[config.mk]
export PLATFORM = sky130hd
export DESIGN_NAME = local_ni_flat
export DESIGN_NICKNAME = d
export VERILOG_FILES = /design/src/rtl/local_ni_pkg.sv /design/src/rtl/local_ni_if.sv /design/src/rtl/local_ni_fifo.sv /design/src/rtl/local_ni.sv /design/src/flat_wrapper.sv
export SDC_FILE = /design/constraint.sdc
export NUM_CORES = 1
export LEC_CHECK = 0
export BUFFER_PORTS_ARGS = -buffer_cell sky130_fd_sc_hd__buf_2
export CORE_UTILIZATION = 45
export DETAILED_ROUTE_END_ITERATION = 8
export PLACE_DENSITY = 0.7
export SLEW_MARGIN = 10
export SYNTH_ARGS = -nofsm -noshare
export SYNTH_HDL_FRONTEND = slang
export SYNTH_HIERARCHICAL = 1
export SYNTH_SLANG_ARGS = --single-unit
[constraint.sdc]
create_clock -name clk -period 6.8 [get_ports clk]
set_input_delay 0.68 -clock clk [delete_from_list [all_inputs] [get_ports clk]]
set_output_delay 0.68 -clock clk [all_outputs]
set_load 0.1 [all_outputs]
[src/rtl/local_ni_pkg.sv]
// Shared types and sizing for the PE-to-router network interface.
package local_ni_pkg;

    localparam int ADDR_W    = 8;
    localparam int FLIT_W    = 32;
    localparam int PAY_W     = FLIT_W - ADDR_W;
    localparam int RTR_DEPTH = 4;
    localparam int EJ_DEPTH  = 4;
    localparam int CR_W      = $clog2(RTR_DEPTH + 1);
    localparam int EJ_CW     = $clog2(EJ_DEPTH + 1);

    localparam int ERR_EJ_OVF   = 0;
    localparam int ERR_CR_OVF   = 1;
    localparam int ERR_MISROUTE = 2;

    typedef struct packed {
        logic [ADDR_W-1:0] dest;
        logic [PAY_W-1:0]  payload;
    } flit_t;

    typedef enum logic {
        IDLE,
        HOLD
    } ni_state_e;

    function automatic flit_t make_flit(input logic [ADDR_W-1:0] dest,
                                        input logic [PAY_W-1:0]  payload);
        flit_t f;
        f.dest    = dest;
        f.payload = payload;
        return f;
    endfunction

endpackage

[src/rtl/local_ni_if.sv]
// PE/router handshake bundle of the network interface; names are from the NI's point of view.
interface local_ni_if;
    import local_ni_pkg::*;

    logic              tx_valid_i;
    logic              tx_ready_o;
    logic [ADDR_W-1:0] tx_dest_i;
    logic [PAY_W-1:0]  tx_data_i;
    logic [FLIT_W-1:0] inj_flit_o;
    logic              inj_valid_o;
    logic              inj_cr_i;
    logic [FLIT_W-1:0] ej_flit_i;
    logic              ej_valid_i;
    logic              ej_cr_o;
    logic              rx_valid_o;
    logic              rx_ready_i;
    logic [FLIT_W-1:0] rx_flit_o;

    modport slave (
        input  tx_valid_i, tx_dest_i, tx_data_i, inj_cr_i,
               ej_flit_i, ej_valid_i, rx_ready_i,
        output tx_ready_o, inj_flit_o, inj_valid_o, ej_cr_o,
               rx_valid_o, rx_flit_o
    );

    modport master (
        output tx_valid_i, tx_dest_i, tx_data_i, inj_cr_i,
               ej_flit_i, ej_valid_i, rx_ready_i,
        input  tx_ready_o, inj_flit_o, inj_valid_o, ej_cr_o,
               rx_valid_o, rx_flit_o
    );

endinterface

[src/rtl/local_ni_fifo.sv]
// First-word-fall-through FIFO; a simultaneous write and read is accepted even when full.
module local_ni_fifo #(
    parameter int DEPTH = 4,
    parameter int WIDTH = 32
) (
    input  logic                       clk,
    input  logic                       rst,
    input  logic                       wr_en_i,
    input  logic [WIDTH-1:0]           wr_data_i,
    input  logic                       rd_en_i,
    output logic [WIDTH-1:0]           rd_data_o,
    output logic                       full_o,
    output logic                       empty_o,
    output logic [$clog2(DEPTH+1)-1:0] count_o
);

    localparam int PTR_W = (DEPTH > 1) ? $clog2(DEPTH) : 1;
    localparam int CNT_W = $clog2(DEPTH + 1);

    logic [WIDTH-1:0] mem_q [DEPTH];
    logic [PTR_W-1:0] wr_ptr_q, wr_ptr_d;
    logic [PTR_W-1:0] rd_ptr_q, rd_ptr_d;
    logic [CNT_W-1:0] count_q, count_d;
    logic             do_wr, do_rd;

    function automatic logic [PTR_W-1:0] ptr_inc(input logic [PTR_W-1:0] p);
        return (p == PTR_W'(DEPTH - 1)) ? '0 : p + PTR_W'(1);
    endfunction

    assign full_o    = (count_q == CNT_W'(DEPTH));
    assign empty_o   = (count_q == '0);
    assign count_o   = count_q;
    assign rd_data_o = mem_q[rd_ptr_q];

    assign do_rd = rd_en_i && !empty_o;
    assign do_wr = wr_en_i && (!full_o || do_rd);

    always_comb begin
        wr_ptr_d = wr_ptr_q;
        rd_ptr_d = rd_ptr_q;
        count_d  = count_q;
        if (do_wr) wr_ptr_d = ptr_inc(wr_ptr_q);
        if (do_rd) rd_ptr_d = ptr_inc(rd_ptr_q);
        case ({do_wr, do_rd})
            2'b10:   count_d = count_q + CNT_W'(1);
            2'b01:   count_d = count_q - CNT_W'(1);
            default: count_d = count_q;
        endcase
    end

    always_ff @(posedge clk or posedge rst) begin
        if (rst) begin
            wr_ptr_q <= '0;
            rd_ptr_q <= '0;
            count_q  <= '0;
            for (int i = 0; i < DEPTH; i++) mem_q[i] <= '0;
        end else begin
            wr_ptr_q <= wr_ptr_d;
            rd_ptr_q <= rd_ptr_d;
            count_q  <= count_d;
            if (do_wr) mem_q[wr_ptr_q] <= wr_data_i;
        end
    end

endmodule

[src/rtl/local_ni.sv]
// Network interface between a PE and the router local port: credit-gated inject, buffered eject.
module local_ni
    import local_ni_pkg::*;
(
    input  logic              clk,
    input  logic              rst,
    input  logic [ADDR_W-1:0] my_addr_i,
    local_ni_if.slave         bus,
    output logic [CR_W-1:0]   credits_o,
    output logic [2:0]        err_o
);

    ni_state_e        state_q, state_d;
    flit_t            hold_q, hold_d;
    flit_t            inj_flit_q, inj_flit_d;
    logic             inj_valid_q, inj_valid_d;
    logic [CR_W-1:0]  credits_q, credits_d;
    logic [2:0]       err_q, err_d;
    logic             ej_cr_q;
    logic             launch, tx_ready, cr_ovf;

    flit_t            ej_flit, fifo_head;
    logic             fifo_full, fifo_empty, pop, ej_accept, ej_drop, misroute;
    logic [EJ_CW-1:0] fifo_count;

    // A launch needs a held flit and at least one free slot in the router buffer.
    always_comb begin
        state_d     = state_q;
        hold_d      = hold_q;
        inj_flit_d  = inj_flit_q;
        inj_valid_d = 1'b0;
        launch      = (state_q == HOLD) && (credits_q != '0);
        tx_ready    = 1'b0;
        case (state_q)
            IDLE: begin
                tx_ready = 1'b1;
                if (bus.tx_valid_i) begin
                    hold_d  = make_flit(bus.tx_dest_i, bus.tx_data_i);
                    state_d = HOLD;
                end
            end
            HOLD: begin
                tx_ready = launch;
                if (launch) begin
                    inj_flit_d  = hold_q;
                    inj_valid_d = 1'b1;
                    if (bus.tx_valid_i) hold_d = make_flit(bus.tx_dest_i, bus.tx_data_i);
                    else                state_d = IDLE;
                end
            end
            default: state_d = IDLE;
        endcase
    end

    always_comb begin
        credits_d = credits_q;
        cr_ovf    = 1'b0;
        if (launch && !bus.inj_cr_i) begin
            credits_d = credits_q - CR_W'(1);
        end else if (!launch && bus.inj_cr_i) begin
            if (credits_q == CR_W'(RTR_DEPTH)) cr_ovf = 1'b1;
            else                               credits_d = credits_q + CR_W'(1);
        end
    end

    // A write into a full FIFO survives only if the PE pops in the same cycle.
    assign ej_flit   = bus.ej_flit_i;
    assign pop       = !fifo_empty && bus.rx_ready_i;
    assign ej_accept = bus.ej_valid_i && (!fifo_full || pop);
    assign ej_drop   = bus.ej_valid_i && fifo_full && !pop;
    assign misroute  = ej_accept && (ej_flit.dest != my_addr_i);

    always_comb begin
        err_d               = err_q;
        err_d[ERR_EJ_OVF]   = err_q[ERR_EJ_OVF]   | ej_drop;
        err_d[ERR_CR_OVF]   = err_q[ERR_CR_OVF]   | cr_ovf;
        err_d[ERR_MISROUTE] = err_q[ERR_MISROUTE] | misroute;
    end

    local_ni_fifo #(
        .DEPTH (EJ_DEPTH),
        .WIDTH (FLIT_W)
    ) u_ej_fifo (
        .clk       (clk),
        .rst       (rst),
        .wr_en_i   (ej_accept),
        .wr_data_i (bus.ej_flit_i),
        .rd_en_i   (pop),
        .rd_data_o (fifo_head),
        .full_o    (fifo_full),
        .empty_o   (fifo_empty),
        .count_o   (fifo_count)
    );

    always_ff @(posedge clk or posedge rst) begin
        if (rst) begin
            state_q     <= IDLE;
            hold_q      <= '0;
            inj_flit_q  <= '0;
            inj_valid_q <= 1'b0;
            credits_q   <= CR_W'(RTR_DEPTH);
            err_q       <= '0;
            ej_cr_q     <= 1'b0;
        end else begin
            state_q     <= state_d;
            hold_q      <= hold_d;
            inj_flit_q  <= inj_flit_d;
            inj_valid_q <= inj_valid_d;
            credits_q   <= credits_d;
            err_q       <= err_d;
            ej_cr_q     <= pop;
        end
    end

    assert property (@(posedge clk) disable iff (rst)
        fifo_count <= EJ_CW'(EJ_DEPTH) && (fifo_full == (fifo_count == EJ_CW'(EJ_DEPTH))));

    assign bus.tx_ready_o  = tx_ready;
    assign bus.inj_flit_o  = inj_flit_q;
    assign bus.inj_valid_o = inj_valid_q;
    assign bus.ej_cr_o     = ej_cr_q;
    assign bus.rx_valid_o  = !fifo_empty;
    assign bus.rx_flit_o   = fifo_head;
    assign credits_o       = credits_q;
    assign err_o           = err_q;

endmodule

[src/flat_wrapper.sv]
// flat-port wrapper written by rule: the top's interface ports become plain ports
module local_ni_flat import local_ni_pkg::*;
  (clk, rst, my_addr_i, credits_o, err_o, bus_tx_valid_i, bus_tx_dest_i, bus_tx_data_i, bus_inj_cr_i, bus_ej_flit_i, bus_ej_valid_i, bus_rx_ready_i, bus_tx_ready_o, bus_inj_flit_o, bus_inj_valid_o, bus_ej_cr_o, bus_rx_valid_o, bus_rx_flit_o);
  local_ni_if bus_i ();
  input  logic clk;
  input  logic rst;
  input  logic [ADDR_W-1:0] my_addr_i;
  output logic [CR_W-1:0] credits_o;
  output logic [2:0] err_o;
  input wire logic [$bits(bus_i.tx_valid_i)-1:0] bus_tx_valid_i;
  input wire logic [$bits(bus_i.tx_dest_i)-1:0] bus_tx_dest_i;
  input wire logic [$bits(bus_i.tx_data_i)-1:0] bus_tx_data_i;
  input wire logic [$bits(bus_i.inj_cr_i)-1:0] bus_inj_cr_i;
  input wire logic [$bits(bus_i.ej_flit_i)-1:0] bus_ej_flit_i;
  input wire logic [$bits(bus_i.ej_valid_i)-1:0] bus_ej_valid_i;
  input wire logic [$bits(bus_i.rx_ready_i)-1:0] bus_rx_ready_i;
  output wire logic [$bits(bus_i.tx_ready_o)-1:0] bus_tx_ready_o;
  output wire logic [$bits(bus_i.inj_flit_o)-1:0] bus_inj_flit_o;
  output wire logic [$bits(bus_i.inj_valid_o)-1:0] bus_inj_valid_o;
  output wire logic [$bits(bus_i.ej_cr_o)-1:0] bus_ej_cr_o;
  output wire logic [$bits(bus_i.rx_valid_o)-1:0] bus_rx_valid_o;
  output wire logic [$bits(bus_i.rx_flit_o)-1:0] bus_rx_flit_o;
  assign bus_i.tx_valid_i = bus_tx_valid_i;
  assign bus_i.tx_dest_i = bus_tx_dest_i;
  assign bus_i.tx_data_i = bus_tx_data_i;
  assign bus_i.inj_cr_i = bus_inj_cr_i;
  assign bus_i.ej_flit_i = bus_ej_flit_i;
  assign bus_i.ej_valid_i = bus_ej_valid_i;
  assign bus_i.rx_ready_i = bus_rx_ready_i;
  assign bus_tx_ready_o = bus_i.tx_ready_o;
  assign bus_inj_flit_o = bus_i.inj_flit_o;
  assign bus_inj_valid_o = bus_i.inj_valid_o;
  assign bus_ej_cr_o = bus_i.ej_cr_o;
  assign bus_rx_valid_o = bus_i.rx_valid_o;
  assign bus_rx_flit_o = bus_i.rx_flit_o;
  local_ni u_core (.clk(clk), .rst(rst), .my_addr_i(my_addr_i), .bus(bus_i), .credits_o(credits_o), .err_o(err_o));
endmodule
# After elaboration in Yosys (flattened, before gate mapping)

Index checks and enable logic that the tools add are counted.
W data, S select, Z words.

Register bits: 208
Logic and storage cells: 88
Output and inout bits: 74
Bits of input ports: 78

Bitwise logic cells: 6
Reduce and logical (&&, ||, !) cells: 24
Eq/ne operators: 9
$lt $le $gt $ge: 3
Multiplexer cells: 24
$add $sub $neg: 6

Operator list:

| operator              | count |
|---|---|
| $mux W32              | 5 |
| $bwmux W128           | 1 |
| $bmux W32 S2          | 1 |
| $demux W32 S2         | 1 |
| $pmux W32 S2          | 1 |
| $logic_and A1 B1 Y1   | 11 |
| $mux W3               | 3 |
| $ne A8 B8 Y1          | 1 |
| $mux W1               | 7 |
| $add A3 B1 Y3 const B | 2 |
| $eq A2 B2 Y1 const B  | 3 |
| $eq A3 B3 Y1 const B  | 2 |
| $ge A3 B3 Y1 const B  | 2 |
| $not A2 Y3            | 2 |
| $pmux W3 S2           | 1 |
| $sub A3 B1 Y3 const B | 2 |
| $logic_not A1 Y1      | 5 |
| $add A2 B1 Y2 const B | 2 |
| $mux W2               | 2 |
| $pmux W1 S2           | 2 |
| $reduce_and A2 Y1     | 2 |
| $reduce_bool A2 Y1    | 2 |
| $logic_not A3 Y1      | 1 |
| $lt A3 B1 Y1 const B  | 1 |
| other kinds (7)       | 10 |

# Logic depth before layout (Yosys ltp)

Depth in word-level cells: 8
Gate-level depth with buffers: 13
Depth with buffers taken out: 12

# Cells and area by module

Netlist, hierarchy kept.

Modules (own cells, without submodules):

| module        | area an instance (um2) | times used | cells an instance |
|---|---|---|---|
| local_ni_fifo | 6003.3                 | 1          | 353 |
| local_ni      | 3130.5                 | 1          | 260 |

# Worst setup path before layout

Ideal clock, no wire load.

Path kind: reg2reg
Start: register u_core.credits_q[1], in the netlist u_core/credits_o[1]
End: register u_core.credits_q[2], in the netlist u_core/credits_o[2]
Setup slack: 3.853 ns
Library setup time: 0.091 ns
Cell stages (with the launch flop): 14
Data arrival time: 2.855 ns
Clock period less this slack: 2.947 ns
Cells stage by stage: dfrtp_1 -> buf_2 -> nor3_2 -> nand2b_1 -> buf_4 -> buf_4 -> inv_1 -> ha_1 -> xor2_1 -> ha_1 -> a21oi_1 -> mux2i_1 -> o21ai_0 -> o31ai_1

Word-level cells in the longest chain between the ends: 6
Elaborated cells on any way between the ends: 14
Those cells by class: add/sub: 2; eq/ne: 2; mux: 3; reduce/logical: 7

RTL lines:

| what                                                                  | line            | text |
|---|---|---|
| start, declared                                                       | local_ni.sv:17  | `logic [CR_W-1:0] credits_q, credits_d;` |
| start signal, assigned                                                | local_ni.sv:101 | `credits_q <= CR_W'(RTR_DEPTH);` |
| start signal, assigned                                                | local_ni.sv:109 | `credits_q <= credits_d;` |
| parallel branches: the longest is 6 deep, another holds $add A3 B1 Y3 | --              |  |

Several ways; the timed one is not identified. The select of a mux whose other input is x is not followed.
A chain may end at the register's enable or synchronous reset.

# Final worst setup path

Start: register u_core.u_ej_fifo.rd_ptr_q[0]
End: output bus_rx_flit_o[29]

Word-level cells in the longest chain between the ends: 4

RTL lines:

| what                                        | line                | text |
|---|---|---|
| start, declared                             | local_ni_fifo.sv:22 | `logic [PTR_W-1:0] rd_ptr_q, rd_ptr_d;` |
| start signal, assigned                      | local_ni_fifo.sv:59 | `rd_ptr_q <= rd_ptr_d;` |
| $not A2 Y3 (implied by the code)            | local_ni_fifo.sv:33 | `assign rd_data_o = mem_q[rd_ptr_q];` |
| $bmux W32 S2                                | local_ni_fifo.sv:33 |  |
| $mux W32 (implied by the code) (2 in a row) | local_ni_fifo.sv:33 |  |
| end, declared                               | flat_wrapper.sv:22  | `output wire logic [$bits(bus_i.rx_flit_o)-1:0] bus_rx_flit_o;` |

No other way between the ends. The select of a mux whose other input is x is not followed.

==> flow_summary.json <==
{
  "cp.arrival_ps": 2340,
  "r2r-end": "u_core/u_ej_fifo/count_o[2]",
  "grt_overflow": 0,
  "synthCells": 613,
  "area_delta_synth_final_pct": 17.4,
  "nets": 852,
  "drc_errors": 0,
  "pin_count": 152,
  "post_cts_buffers": 0,
  "synthTopCellsByArea": "dfrtp_1 (57%), mux2_2 (17%), mux4_2 (7.9%)",
  "r2r_cells": 12,
  "max_stage_delay_ps": 630,
  "max_freq_mhz": 331,
  "tns_ps": 0,
  "track_usage": 0.192,
  "drive_gt1_frac": 0.513,
  "critPathTopFamily": "buffers and inverters",
  "cts_resized": 0,
  "utilization": 0.546,
  "wl_um": 19300,
  "core_region_area_um2": 19700,
  "grt_pass1_wl_um": 30800,
  "dr.pass1.iters": 4,
  "antenna_found_initial": 2,
  "grt_max_degree": 89,
  "worst_path_max_delay_cell": "mux4_2",
  "drv_slew": 0,
  "rows": 51,
  "worstSetupEndpoint": "bus_rx_flit_o[29]",
  "cts-root-buf": "clkbuf_16",
  "synth_area_um2": 9130,
  "synthArstFlopShare": 1.00,
  "cp_data_required_time_ps": 6120,
  "rrSetupSlack_ps": 3870,
  "synth_top_area_share": 0.567,
  "end_kind": "output pin",
  "yosys_warnings": 6,
  "detail-route-antenna-nets": 0,
  "hpwl_um": 12500,
  "worst_pin_slew_ps": 1160,
  "clock-skew-final_ps": 8.47,
  "synth_cell_types": 37,
  "cp-startpoint": "u_core/u_ej_fifo/rd_ptr_q[0]",
  "dieArea_um2": 20900,
  "clk_pin_slew_ps": 60,
  "syn_nets": 702,
  "clock_latency_ps": 490,
  "start_util": 0.465,
  "status": "finished, final reports clean",
  "place_area_um2": 9990,
  "routed_via_density": 5.16,
  "clockBufferDepth": 3,
  "synth.avg_cell_area_um2": 14.9,
  "drt-initial-drc-count": 289,
  "ys_ff_latch": 208,
  "port_buffers": 151,
  "final.min_clock_period_ps": 3020,
  "crit_chain": "buf_4 -> mux4_2 -> buf_2",
  "synth_edf_count": 0,
  "instances_no_fill": 1046,
  "clock-sinks": 208,
  "setup_viol": 0,
  "cts_buffers": 23,
  "die_h_um": 144,
  "relSlewSlack": 0.222,
  "ys_seq_area_frac": 0.570,
  "post-place-cells": 1003,
  "die_w_um": 144,
  "cts_tree": "done",
  "fin_area_um2": 10700,
  "yosys.area.top_type": "dfrtp_1",
  "gp_congestion": 0.763,
  "r2r-start": "u_core/u_ej_fifo/count_o[0]",
  "ys.flop_type": "dfrtp_1",
  "vias": 5399,
  "hold_violations": 0,
  "post-route-period-util": 0.444,
  "grt_setup_unrepaired": "no",
  "cap_violations": 0,
  "grt_pass1_vias": 5861,
  "start_kind": "flip-flop",
  "wl_per_cell_um": 18.5,
  "hp-class": "primary input to async pin",
  "cp.depth": 3,
  "ctsHtreeMaxLevel": 1,
  "crit_buf_inv": 2,
  "path_class": "flip-flop to output pin",
  "ctsHoldBuffers": 0,
  "cp_max_fo": 35
}
[stage by stage]
stage | hold WS (ps) | worst slack, ps
after global placement | 443 | 3830
after detailed placement | 448 | 3770
after CTS | 50.5 | 3700
after floorplan | 432 | 2510
final | 68.6 | 3780
after global routing | 55.0 | 3590
[sequential cells by signal (all words and copies together), names as in the netlist]
register                   count
u_core/bus.ej_cr_o             1
u_core/bus.inj_flit_o         32
u_core/bus.inj_valid_o         1
u_core/credits_o               3
u_core/err_o                   3
u_core/hold_q                 32
u_core/state_q                 1
u_core/u_ej_fifo/count_o       3
u_core/u_ej_fifo/mem_q       128
u_core/u_ej_fifo/rd_ptr_q      2
u_core/u_ej_fifo/wr_ptr_q      2
[Yosys cell counts, types with 2 or more instances]
cell	count
clkbuf_1	3
nand2_1	105
ha_1	10
mux2_4	30
nor4_1	2
buf_12	3
nand2b_1	4
buf_4	4
mux2_2	134
mux2i_1	2
buf_2	6
o21ai_0	2
buf_6	15
mux4_2	32
nor2_1	10
xor2_1	12
inv_1	13
dfrtp_1	207
[area by class of cell]
cell class	count	area (um^2)
fill	1672	8930
sequential	208	5210
multi-input combinational	360	3600
timing repair buffer	156	793
clock buffer	36	674
tap	265	332
inverter	14	57.6
clock inverter	5	50.0
antenna	2	5.00
[routing by layer]
layer | share of wire | vias up | wire (um) | GRT usage
li1 | - | 2427 | - | -
met1 | 0.42 | 2792 | 8160 | 0.239
met2 | 0.50 | 140 | 9630 | 0.329
met3 | 0.057 | 38 | 1100 | 0.0470
met4 | 0.021 | 2 | 413 | 0.0576
met5 | 0.00041 | - | 8 | 0
[placed cells by master (no fill, tap or decap), types with 2 or more instances in the layout]
| cell | count |
|---|---|
| o21ai_0 | 2 |
| inv_4 | 2 |
| ha_1 | 10 |
| diode_2 | 2 |
| clkbuf_1 | 8 |
| dfrtp_1 | 206 |
| nor2_1 | 6 |
| clkinv_2 | 4 |
| buf_4 | 5 |
| mux2_2 | 134 |
| nand2b_1 | 4 |
| clkbuf_8 | 5 |
| nor4_1 | 2 |
| mux4_2 | 32 |
| inv_1 | 11 |
| buf_2 | 151 |
| nand2_1 | 105 |
| xor2_1 | 12 |
| clkbuf_16 | 23 |
| nor2_4 | 4 |
| mux2_4 | 30 |
| mux2i_1 | 2 |
[cell families (layout without fill, tap and decap cells)]
group                    after synthesis  count (layout)  share of synthesized area
flip-flops                           208             208                      0.570
multiplexers                         198             198                      0.296
AND/OR/NAND/NOR                      128             128                     0.0590
buffers and inverters                 45             211                     0.0389
XOR/XNOR                              13              13                     0.0125
adder cells (fa/ha/maj)               11              11                     0.0159
AO/OA/AOI/OAI                         10              10                    0.00808
other                                  0               2                          0
[worst min path at each step]
| stage | start | endpoint | slack [ps] | cells after the start |
|---|---|---|---|---|
| 6_report | rst | u_core/err_o[0] | 70 | 2 |
| 5_1_grt | rst | u_core/err_o[0] | 60 | 2 |
| 4_1_cts | rst | u_core/err_o[0] | 50 | 2 |
| 3_5_place_dp | u_core/err_o[1] | u_core/err_o[1] | 450 | 2 |
| 3_3_place_gp | u_core/hold_q[23] | u_core/bus.inj_flit_o[23] | 440 | 2 |
| 2_1_floorplan | u_core/hold_q[23] | u_core/bus.inj_flit_o[23] | 430 | 2 |
Power is left out: the tool's default activity adds up to more than one toggle a clock period on the data nets, which glitch-free logic cannot reach.
